<file path="config.mk">
export PLATFORM = sky130hd
export DESIGN_NAME = seq_divider_flat
export DESIGN_NICKNAME = d
export VERILOG_FILES = /design/src/rtl/seq_divider_if.sv /design/src/rtl/seq_divider.sv /design/src/flat_wrapper.sv
export SDC_FILE = /design/constraint.sdc
export NUM_CORES = 1
export LEC_CHECK = 0
export ABC_AREA = 1
export CAP_MARGIN = 20
export CORE_MARGIN = 8
export CORE_UTILIZATION = 40
export DETAILED_ROUTE_END_ITERATION = 10
export PLACE_DENSITY = 0.7
export SYNTH_ARGS = -nofsm -noshare
export SYNTH_HDL_FRONTEND = slang
export SYNTH_SLANG_ARGS = --single-unit
</file>
<file path="constraint.sdc">
create_clock -name clk -period 3.97 [get_ports clk]
set_input_delay 0.794 -clock clk [delete_from_list [all_inputs] [get_ports clk]]
set_output_delay 0.794 -clock clk [all_outputs]
set_load 0.05 [all_outputs]
</file>
<file path="src/rtl/seq_divider_if.sv">
// seq_divider_if: request/response handshake bundle for seq_divider.
interface seq_divider_if #(parameter int WIDTH = 32);
    logic             i_valid;
    logic             o_ready;
    logic [WIDTH-1:0] i_dividend;
    logic [WIDTH-1:0] i_divisor;
    logic             i_signed;
    logic             o_valid;
    logic             i_ready;
    logic [WIDTH-1:0] o_quotient;
    logic [WIDTH-1:0] o_remainder;
    logic             zero_flag;
    logic             exception_flag;
    logic             overflow_flag;

    modport master (
        output i_valid, i_dividend, i_divisor, i_signed, i_ready,
        input  o_ready, o_valid, o_quotient, o_remainder, zero_flag, exception_flag, overflow_flag
    );

    modport slave (
        input  i_valid, i_dividend, i_divisor, i_signed, i_ready,
        output o_ready, o_valid, o_quotient, o_remainder, zero_flag, exception_flag, overflow_flag
    );
endinterface

</file>
<file path="src/rtl/seq_divider.sv">
// seq_divider: restoring shift-and-subtract divider, one quotient bit per clock.
module seq_divider #(
    parameter int WIDTH = 32
) (
    input  logic          clk,
    input  logic          rst_n,
    seq_divider_if.slave  bus
);
    localparam int CW = $clog2(WIDTH + 1);
    localparam logic [WIDTH-1:0] MIN = {1'b1, {(WIDTH-1){1'b0}}};

    typedef enum logic [1:0] {IDLE, CALC, DONE} state_t;

    state_t           state, state_n;
    logic [CW-1:0]    cnt;
    logic [WIDTH-1:0] rem, quo, dvs_mag, dvd_raw;
    logic             sgn, dvd_neg, dvs_neg, div0, ovf;
    logic [WIDTH-1:0] q_r, r_r;
    logic             zf_r, ef_r, of_r;
    logic             accept, last, ge;
    logic [WIDTH:0]   rem_s;
    logic [WIDTH-1:0] rem_n, quo_n, q_fix, r_fix;

    function automatic logic [WIDTH-1:0] mag(input logic [WIDTH-1:0] x, input logic s);
        return (s && x[WIDTH-1]) ? -x : x;
    endfunction

    assign accept = bus.i_valid && (state == IDLE);
    assign last   = (cnt == CW'(1));
    assign rem_s  = {rem, quo[WIDTH-1]};
    assign ge     = (rem_s >= {1'b0, dvs_mag});
    assign rem_n  = ge ? WIDTH'(rem_s - {1'b0, dvs_mag}) : rem_s[WIDTH-1:0];
    assign quo_n  = {quo[WIDTH-2:0], ge};
    // Truncating division: quotient sign from operand signs, remainder follows the dividend
    assign q_fix  = (sgn && (dvd_neg ^ dvs_neg)) ? -quo_n : quo_n;
    assign r_fix  = (sgn && dvd_neg) ? -rem_n : rem_n;

    always_ff @(posedge clk or negedge rst_n)
        if (!rst_n) state <= IDLE;
        else        state <= state_n;

    // Special cases pass through one CALC cycle so their latency is a single cycle
    always_comb begin
        state_n = state;
        unique case (state)
            IDLE:    state_n = bus.i_valid ? CALC : IDLE;
            CALC:    state_n = (div0 || ovf || last) ? DONE : CALC;
            DONE:    state_n = bus.i_ready ? IDLE : DONE;
            default: state_n = IDLE;
        endcase
    end

    always_ff @(posedge clk or negedge rst_n) begin
        if (!rst_n) begin
            cnt     <= '0;
            rem     <= '0;
            quo     <= '0;
            dvs_mag <= '0;
            dvd_raw <= '0;
            sgn     <= 1'b0;
            dvd_neg <= 1'b0;
            dvs_neg <= 1'b0;
            div0    <= 1'b0;
            ovf     <= 1'b0;
            q_r     <= '0;
            r_r     <= '0;
            zf_r    <= 1'b0;
            ef_r    <= 1'b0;
            of_r    <= 1'b0;
        end else if (accept) begin
            sgn     <= bus.i_signed;
            dvd_neg <= bus.i_signed && bus.i_dividend[WIDTH-1];
            dvs_neg <= bus.i_signed && bus.i_divisor[WIDTH-1];
            dvd_raw <= bus.i_dividend;
            div0    <= (bus.i_divisor == '0);
            ovf     <= bus.i_signed && (bus.i_dividend == MIN) && (&bus.i_divisor);
            cnt     <= CW'(WIDTH);
            rem     <= '0;
            quo     <= mag(bus.i_dividend, bus.i_signed);
            dvs_mag <= mag(bus.i_divisor, bus.i_signed);
        end else if (state == CALC) begin
            if (div0) begin
                q_r  <= '1;
                r_r  <= dvd_raw;
                zf_r <= 1'b0;
                ef_r <= 1'b1;
                of_r <= 1'b0;
            end else if (ovf) begin
                q_r  <= MIN;
                r_r  <= '0;
                zf_r <= 1'b0;
                ef_r <= 1'b0;
                of_r <= 1'b1;
            end else begin
                rem <= rem_n;
                quo <= quo_n;
                cnt <= cnt - CW'(1);
                if (last) begin
                    q_r  <= q_fix;
                    r_r  <= r_fix;
                    zf_r <= (q_fix == '0);
                    ef_r <= 1'b0;
                    of_r <= 1'b0;
                end
            end
        end
    end

    assign bus.o_ready        = (state == IDLE);
    assign bus.o_valid        = (state == DONE);
    assign bus.o_quotient     = q_r;
    assign bus.o_remainder    = r_r;
    assign bus.zero_flag      = zf_r;
    assign bus.exception_flag = ef_r;
    assign bus.overflow_flag  = of_r;
endmodule

</file>
<file path="src/flat_wrapper.sv">
// flat-port wrapper written by rule: the top's interface ports become plain ports
module seq_divider_flat 
#(
    parameter int WIDTH = 32
)
  (clk, rst_n, bus_i_valid, bus_i_dividend, bus_i_divisor, bus_i_signed, bus_i_ready, bus_o_ready, bus_o_valid, bus_o_quotient, bus_o_remainder, bus_zero_flag, bus_exception_flag, bus_overflow_flag);
  seq_divider_if #(.WIDTH(WIDTH)) bus_i ();
  input  logic clk;
  input  logic rst_n;
  input wire logic [$bits(bus_i.i_valid)-1:0] bus_i_valid;
  input wire logic [$bits(bus_i.i_dividend)-1:0] bus_i_dividend;
  input wire logic [$bits(bus_i.i_divisor)-1:0] bus_i_divisor;
  input wire logic [$bits(bus_i.i_signed)-1:0] bus_i_signed;
  input wire logic [$bits(bus_i.i_ready)-1:0] bus_i_ready;
  output wire logic [$bits(bus_i.o_ready)-1:0] bus_o_ready;
  output wire logic [$bits(bus_i.o_valid)-1:0] bus_o_valid;
  output wire logic [$bits(bus_i.o_quotient)-1:0] bus_o_quotient;
  output wire logic [$bits(bus_i.o_remainder)-1:0] bus_o_remainder;
  output wire logic [$bits(bus_i.zero_flag)-1:0] bus_zero_flag;
  output wire logic [$bits(bus_i.exception_flag)-1:0] bus_exception_flag;
  output wire logic [$bits(bus_i.overflow_flag)-1:0] bus_overflow_flag;
  assign bus_i.i_valid = bus_i_valid;
  assign bus_i.i_dividend = bus_i_dividend;
  assign bus_i.i_divisor = bus_i_divisor;
  assign bus_i.i_signed = bus_i_signed;
  assign bus_i.i_ready = bus_i_ready;
  assign bus_o_ready = bus_i.o_ready;
  assign bus_o_valid = bus_i.o_valid;
  assign bus_o_quotient = bus_i.o_quotient;
  assign bus_o_remainder = bus_i.o_remainder;
  assign bus_zero_flag = bus_i.zero_flag;
  assign bus_exception_flag = bus_i.exception_flag;
  assign bus_overflow_flag = bus_i.overflow_flag;
  seq_divider #(.WIDTH(WIDTH)) u_core (.clk(clk), .rst_n(rst_n), .bus(bus_i));
endmodule
</file>
==> flow_summary.toml, run 1 <==
[sta]
worst_pin_slew_ns = 0.8759
finalMaxSlewViolations = 0
post-route-period-util_pct = 94.69
fmax_mhz = 266.0
rsz0062_at_grt = "no"
clock_skew_ns = 0.01255
setup_viol = 0
whs_ns = 0.3240
hold_viol = 0
setup_tns_ns = 0
post-route-min-period_ns = 3.759
relSlewSlack_pct = 41.60

[place]
io_buffers = 137
dp_hpwl_um = 42350
gp_congestion = 0.9736
dp_cells = 2774

[floorplanning]
start_util_pct = 40.51
ios = 138
die-area_sq_mm = 0.04340
row_count = 70
coreArea_sq_mm = 0.03652
fp.dieW_um = 208.3
die_h_um = 208.3

[critical_path]
worstPathRequired_ns = 4.46
critPathArrivalTime_ns = 4.24
r2r_slack_ns = 0.21
path_max_fanout = 4
cp_top_family = "simple AND/OR/NAND/NOR gates"
end_kind = "flip-flop"
slowest_stage = "ha_1"
path_common_cell = "nand2_1"
rr_worst_depth = 28
reg2reg_from = "u_core.dvs_mag[7]"
crit_path_start_kind = "flip-flop"
crit_cells = 28
critPathKind = "reg -> reg"
r2r_end = "u_core.bus.zero_flag"
cp_slowest_stage_delay_ns = 0.39
cp_num_buf_inv = 5

[clock_network]
cts_tree = "yes"
clkLatencyLatePin_ns = 0.55
clk_pin_slew_ns = 0.06
clockRootBuffer = "clkbuf_16"
h-tree-depth = 1
clock_path_buffers = 3
clock_sinks = 208
cts_made_buffers = 26

[drt]
totalWireLength_um = 54150
routedWlPerCell_um = 19.18
drtIter0Drc = 1527
viasPerCell = 5.450
via_count = 15380
route.detailed.drc = 0
drt-pass1-iter-count = 6
ant_nets = 0

[finish]
layout.cells.most_common = "nand2_1"
drive_gt1_share_pct = 6.921
nets = 2444
antennaDiodeCount = 0
fin_cells = 2823
layout_common_cells = "659 x nand2_1, 277 x inv_1, 208 x dfrtp_1, 207 x nor2_1, 179 x nand3_1"
area_growth_pct = 20.23

[synthesis]
synth_edf_count = 0
synth.top_cell.area_share_pct = 35.18
yosysSeqAreaShare_pct = 35.18
yosys_warnings = 0
yosysTopAreaCell = "dfrtp_1"
synthCells = 2201
synth.avg_cell_area_sq_um = 6.723
synth_seq_cells = 208
syn-num-nets = 2310
ys_types = 59
synth_flop_cell = "dfrtp_1"
yosys-top-cells-area = "dfrtp_1 35%, nand2_1 17%, inv_1 7.1%, nand3_1 6.1%, nor2_1 5.4%"
syn_area_sq_mm = 0.01480
synthArstFlopShare_pct = 100.0

[hold_path]
hold_class = "in -> async"

[global_routing]
antenna_found_initial = 0
grt_overflow = 0
grtUsageTotal_pct = 24.32
grt_max_degree = 98
grt_pass1_wl_um = 84770
grt_pass1_vias = 14980

[outcome]
status = "complete, no violations"

[job]
max-cap-violations = 0
-- cell type report --
type / instances / area, sq um
clock buffer: 28 / 678.2
timing repair buffer: 179 / 1728
tap: 468 / 585.6
multi-input combinational: 1636 / 8265
inverter: 284 / 1066
fill: 3636 / 18730
sequential: 208 / 5205
clock inverter: 20 / 262.8
-- per-stage QoR --
step	util [%]	worst slack [ns]	area, sq um
after floorplan	-	0.5743	14800
after global placement	46.04	0.09241	16820
after detailed placement	46.04	0.1052	16820
after CTS	48.62	0.1278	17760
after global routing	48.71	0.002214	17790
final	48.71	0.2108	17790
-- sequential cells by signal, summed over array words and instances (netlist names) --
name / flops
u_core.cnt: 6
u_core.sgn: 1
u_core.dvd_neg: 1
u_core.dvd_raw: 32
u_core.bus.overflow_flag: 1
u_core.bus.zero_flag: 1
u_core.quo: 32
u_core.state: 2
u_core.dvs_mag: 32
u_core.bus.o_remainder: 32
u_core.bus.o_quotient: 32
u_core.ovf: 1
u_core.bus.exception_flag: 1
u_core.rem: 32
u_core.dvs_neg: 1
u_core.div0: 1
-- worst max-delay path by stage --
stage	startpoint	end	slack (ns)
floorplan	u_core.dvs_mag[20]	u_core.bus.zero_flag	0.57
global placement	bus_i_dividend[2]	u_core.quo[31]	0.09
detailed placement	bus_i_dividend[0]	u_core.quo[28]	0.11
CTS	u_core.rem[15]	u_core.bus.zero_flag	0.13
global route	u_core.rem[11]	u_core.bus.zero_flag	0.002
finish	u_core.dvs_mag[7]	u_core.bus.zero_flag	0.21
-- cell usage after synthesis (2+ instances only) --
cell,n
nand3_2,3
o311ai_0,4
a21oi_1,55
buf_2,5
xnor2_1,18
o31ai_1,2
nor3_2,5
o41ai_1,3
a32oi_1,5
dfrtp_1,208
inv_1,278
nand4_1,46
a31oi_1,5
a21oi_4,2
o21ai_0,160
o22ai_1,16
buf_1,8
buf_6,3
nand3_1,179
ha_1,39
nor3_1,27
a22o_1,8
o21bai_1,7
nand2_1,662
xor2_1,40
o221ai_1,9
nor2_1,214
nand3b_1,6
clkbuf_1,56
inv_2,5
o211ai_1,21
o21ai_2,2
nor4_1,4
nor2_2,11
o21ai_1,11
a22oi_1,31
or2_2,2
nand2_2,20
-- what timing repair did --
item | in CTS | in global routing
resized for setup | 0 | 10
setup endpoints to repair | 0 | 2
buffers inserted | 0 | 1
hold buffers | 0 | 0
-- cells by family after synthesis --
family / share of synthesized area, %
buffers and inverters: 9.276
AO/OA/AOI/OAI: 14.17
adder cells (fa/ha/maj): 3.433
AND/OR/NAND/NOR: 34.51
XOR/XNOR: 3.433
flip-flops: 35.18
-- per-layer routing --
| layer | track usage [%] | share of wire (%) |
|---|---|---|
| met5 | 0 | 0 |
| met4 | 8.443 | 3.4 |
| met3 | 4.494 | 7.6 |
| met2 | 36.87 | 43 |
| met1 | 34.27 | 46 |
Power of run 1 is not shown: default switching activity piles up to over one toggle a cycle in this logic, so the estimate is an artifact.
==> run 2, diff against run 1 <==
--- a/config.mk
+++ b/config.mk
@@ -7,10 +7,12 @@
 export LEC_CHECK = 0
 export ABC_AREA = 1
 export CAP_MARGIN = 20
+export CELL_PAD_IN_SITES_DETAIL_PLACEMENT = 0
+export CELL_PAD_IN_SITES_GLOBAL_PLACEMENT = 2
 export CORE_MARGIN = 8
-export CORE_UTILIZATION = 40
+export CORE_UTILIZATION = 33
 export DETAILED_ROUTE_END_ITERATION = 10
-export PLACE_DENSITY = 0.7
+export PLACE_DENSITY = 0.93
 export SYNTH_ARGS = -nofsm -noshare
 export SYNTH_HDL_FRONTEND = slang
 export SYNTH_SLANG_ARGS = --single-unit
==> run 2 against run 1 <==
Effect of this change:
- register-to-register slack gained 0.15 ns
- worst setup slack better by 0.15 ns
- non-clock buffer count up 5
- critical path depth fell by 6
- global-route usage decreased by 2.4 points
- final area increased by 1.6%
- hold slack worse by 0.17 ns
- clock skew up 0.012 ns
- utilization decreased by 7.8 points
- critical endpoint is now u_core.bus.o_remainder[16]
==> flow_summary.toml, run 2 (synthesis results as in run 1) <==
[finish]
antennaDiodeCount = 0
drive_gt1_share_pct = 7.409
nets = 2450
fillerInstances = 4779
seq_area_sq_mm = 0.005205
layout.cells.most_common = "nand2_1"
fin_cells = 2954
area_growth_pct = 22.16
multiInputGateArea_sq_mm = 0.008314
final_area_sq_mm = 0.01808
layout_common_cells = "659 x nand2_1, 277 x inv_1, 208 x dfrtp_1, 206 x nor2_1, 178 x nand3_1"

[drt]
drt-pass1-iter-count = 5
via_count = 15200
drtIter0Drc = 1338
ant_nets = 0
totalWireLength_um = 58380
route.detailed.drc = 0
routedWlPerCell_um = 19.76
viasPerCell = 5.146

[critical_path]
critPathKind = "reg -> reg"
slowest_stage = "dfrtp_1"
path_max_fanout = 42
worstPathRequired_ns = 4.43
worstSetupStartpoint = "u_core.rem[15]"
rr_worst_depth = 22
endpoint = "u_core.bus.o_remainder[16]"
cp_slowest_stage_delay_ns = 0.46
cp_cell_sequence = "ha_1 -> nand2_1 -> nor2_2 -> nand2_1 -> nor2_2 -> nand3_1 -> nand2_2 -> nor2_8 -> nand2_8 -> buf_12 -> nand2_1 -> nand2_2 -> ha_1 -> nand3_1 -> nor2_2 -> nand3_1 -> nor3_2 -> nand2_1 -> nand2_1 -> nand2_1 -> nand3_1 -> nand2_1"
end_kind = "flip-flop"
crit_path_start_kind = "flip-flop"
reg2reg_from = "u_core.rem[15]"
path_common_cell = "nand2_1"
r2r_slack_ns = 0.37
critPathArrivalTime_ns = 4.06
r2r_end = "u_core.bus.o_remainder[16]"

[sta]
relSlewSlack_pct = 39.86
clock_skew_ns = 0.02476
setup_viol = 0
fmax_mhz = 277.5
post-route-min-period_ns = 3.604
whs_ns = 0.1509
rsz0062_at_grt = "no"
post-route-period-util_pct = 90.79
finalMaxSlewViolations = 0
hold_viol = 0
worst_pin_slew_ns = 0.8989

[floorplanning]
ios = 138
die_h_um = 227.8
fp.dieW_um = 227.8
start_util_pct = 33.46
row_count = 77
die-area_sq_mm = 0.05187
coreArea_sq_mm = 0.04422

[global_routing]
grt_pass1_wl_um = 90820
antenna_found_initial = 0
grt_pass1_vias = 15380
grtUsageTotal_pct = 21.97
grt_overflow = 0
grt_max_degree = 83

[clock_network]
clk_pin_slew_ns = 0.06
hold_buffers = 0
cts_tree = "yes"
cts_made_buffers = 27
h-tree-depth = 1
clock_path_buffers = 3
clockRootBuffer = "clkbuf_16"
clkLatencyLatePin_ns = 0.58
clock_sinks = 208

[job]
max-cap-violations = 0

[place]
dp_cells = 2903
dp_hpwl_um = 46530
io_buffers = 137
gp_congestion = 0.9329
dpl-instance-area_sq_mm = 0.01704

[outcome]
status = "complete, no violations"

[hold_path]
hold_class = "in -> async"
run 2: cell type report:
class | count | area share [%]
Timing Repair Buffer | 184 | 9.912
Sequential cell | 208 | 28.79
Clock inverter | 18 | 1.184
Clock buffer | 32 | 4.118
Tap cell | 592 | 4.098
Inverter | 284 | 5.897
Multi-Input combinational cell | 1636 | 46.00
run 2: timing repair:
action | in CTS | in global routing
endpoints found under the hold margin | 0 | 0
buffers inserted | 0 | 1
endpoints found under the setup margin | 0 | 1
resized for setup | 0 | 15
run 2: metal layers:
layer	vias up	GRT usage, %	wire (um)
li1	7481	-	-
met1	7248	28.99	26320
met2	378	36.06	26980
met3	94	4.219	3442
met4	0	6.599	1639
met5	-	0	0
run 2: through the flow:
step / TNS, ns / utilization [%] / setup slack [ns]
floorplan: 0 / - / 0.5743
global placement: -0.1662 / 38.52 / -0.1662
detailed placement: -0.1697 / 38.52 / -0.1697
CTS: 0 / 40.69 / 0.1313
global route: 0 / 40.88 / 0.04300
finish: 0 / 40.88 / 0.3658
run 2: worst min path at each step:
stage                              startpoint                         to  slack [ns]  cells past startpoint
global placement            u_core.dvd_raw[4]          u_core.dvd_raw[4]        0.46                      2
global route                            rst_n             u_core.rem[25]        0.18                      1
finish                                  rst_n             u_core.rem[25]        0.15                      1
detailed placement  u_core.bus.o_quotient[25]  u_core.bus.o_quotient[25]        0.46                      2
CTS                                     rst_n             u_core.rem[25]        0.15                      1
floorplan                  u_core.dvd_raw[10]         u_core.dvd_raw[10]        0.45                      2
run 2: critical path, delay by kind of cell, from the launching register on:
family | cells | cell delay (ns)
flops | 1 | 0.46
buf+inv | 1 | 0.22
fa+ha+maj | 2 | 0.60
simple gates | 19 | 2.18
Power of run 2 is left out for the same reason.
==> run 3, diff against run 2 <==
--- a/config.mk
+++ b/config.mk
@@ -12,7 +12,9 @@
 export CORE_MARGIN = 8
 export CORE_UTILIZATION = 33
 export DETAILED_ROUTE_END_ITERATION = 10
+export GPL_TIMING_DRIVEN = 0
 export PLACE_DENSITY = 0.93
+export SLEW_MARGIN = 20
 export SYNTH_ARGS = -nofsm -noshare
 export SYNTH_HDL_FRONTEND = slang
 export SYNTH_SLANG_ARGS = --single-unit
==> run 3 against run 2 <==
Effect of this change:
- global-route usage up 1.2 points
- via count increased by 2.6%
- hold slack gained 0.028 ns
- worst setup slack lost 0.19 ns
- routed wire length rose by 6.2%
- highest routed layer is now met5
- non-clock buffer count grew 40
==> flow_summary.toml, run 3 (synthesis results as in run 1) <==
[floorplanning]
start_util_pct = 33.46
row_count = 77
coreArea_sq_mm = 0.04422
die_h_um = 227.8
fp.dieW_um = 227.8
die-area_sq_mm = 0.05187
ios = 138

[critical_path]
worstPathRequired_ns = 4.48
path_max_fanout = 7
r2r_end = "u_core.bus.zero_flag"
crit_path_start_kind = "flip-flop"
r2r_slack_ns = 0.17
reg2reg_from = "u_core.dvs_mag[28]"
critPathArrivalTime_ns = 4.30
end_kind = "flip-flop"
critPathKind = "reg -> reg"
worstSetupStartpoint = "u_core.dvs_mag[28]"
rr_worst_depth = 26

[sta]
post-route-min-period_ns = 3.798
fmax_mhz = 263.3
rsz0062_at_grt = "yes"
finalMaxSlewViolations = 0
post-route-period-util_pct = 95.67
worst_pin_slew_ns = 0.7734
clock_skew_ns = 0.02948
setup_ws_ns = 0.1720
setup_tns_ns = 0
hold_viol = 0
setup_viol = 0
relSlewSlack_pct = 48.44

[finish]
fin_cells = 2990
drive_gt1_share_pct = 6.925
layout_common_cells = "660 x nand2_1, 265 x inv_1, 208 x nor2_1, 207 x dfrtp_1, 178 x nand3_1"
seq_area_sq_mm = 0.005206
layout.cells.most_common = "nand2_1"
multiInputGateArea_sq_mm = 0.008406
area_growth_pct = 22.82
fillerInstances = 4707
nets = 2489

[global_routing]
grt_max_degree = 77
antenna_found_initial = 2
grtUsageTotal_pct = 23.21
grt_pass1_wl_um = 94900
grt_pass1_vias = 15410
grt_overflow = 0

[clock_network]
clkLatencyLatePin_ns = 0.57
hold_buffers = 0
cts_made_buffers = 26
clockRootBuffer = "clkbuf_16"
clk_pin_slew_ns = 0.06
cts_tree = "yes"
clock_path_buffers = 3
h-tree-depth = 1
clock_sinks = 208

[outcome]
status = "complete, no violations"

[drt]
routedWlPerCell_um = 20.74
route.detailed.drc = 0
drtIter0Drc = 1339
ant_nets = 0
drt-pass1-iter-count = 5
via_count = 15590
totalWireLength_um = 62010
viasPerCell = 5.215

[place]
pre_cts_slack_ns = -0.7321
gp_congestion = 0.9648
io_buffers = 137
dp_cells = 2932
dp_hpwl_um = 50720

[job]
max-cap-violations = 0

[hold_path]
hold_class = "in -> async"
run 3: routing by layer:
layer / vias to the layer above / share of wire [%] / track usage, %
met3: 115 / 4.9 / 2.805
met2: 499 / 48 / 39.54
met4: 2 / 3.3 / 6.377
met1: 7426 / 44 / 30.69
met5: - / 0.021 / 0
li1: 7551 / - / -
run 3: worst max-delay path, cell delays in order (launching register included):
cell	delay, ns
dfrtp_1	0.36
inv_2	0.07
ha_1	0.33
nand2_1	0.08
inv_1	0.17
nand4_1	0.23
nor2_1	0.18
nand3_1	0.11
nand2_2	0.13
nor2_8	0.06
nand2_8	0.11
clkinv_8	0.07
ha_4	0.18
buf_12	0.13
buf_4	0.12
xnor2_1	0.11
nand2_1	0.09
nand4_1	0.11
nor2_1	0.10
nand4_1	0.12
nor2_1	0.11
nand4_1	0.09
nor3_1	0.18
nand4_1	0.14
nor2_1	0.17
nand3_1	0.09
nand2_1	0.07
run 3: worst max path at each step:
stage	end	cells past startpoint	slack, ns
global placement	u_core.bus.exception_flag	1	-7.03
finish	u_core.bus.zero_flag	26	0.17
detailed placement	u_core.bus.zero_flag	25	-0.73
CTS	u_core.bus.zero_flag	25	0.04
global route	u_core.bus.zero_flag	27	-0.05
floorplan	u_core.bus.zero_flag	27	0.57
run 3: layout make-up:
type | instances | share of cell area (%)
clock inverter | 7 | 0.5645
antenna | 1 | 0.01377
clock buffer | 38 | 4.268
tap | 592 | 4.076
buffer | 72 | 1.694
inverter | 284 | 5.935
timing repair buffer | 152 | 8.551
sequential | 208 | 28.65
multi-input combinational | 1636 | 46.25
run 3: metrics by stage:
| stage | utilization, % | hold slack [ns] | area, sq um |
|---|---|---|---|
| 6_report | 41.10 | 0.1793 | 18170 |
| 5_1_grt | 41.09 | 0.2159 | 18170 |
| 4_1_cts | 40.46 | 0.1892 | 17890 |
| 3_5_place_dp | 38.37 | 0.4649 | 16970 |
| 3_3_place_gp | 38.24 | 0.4626 | 16910 |
| 2_1_floorplan | - | 0.4493 | 14800 |
run 3: repair_timing:
action                                  4_1_cts  5_1_grt
pin swaps                                     3       12
setup buffers                                 1       12
endpoints found under the setup margin        5        6
hold endpoints to repair                      0        0
resized for setup                            11       51
Power of run 3 is left out for the same reason.
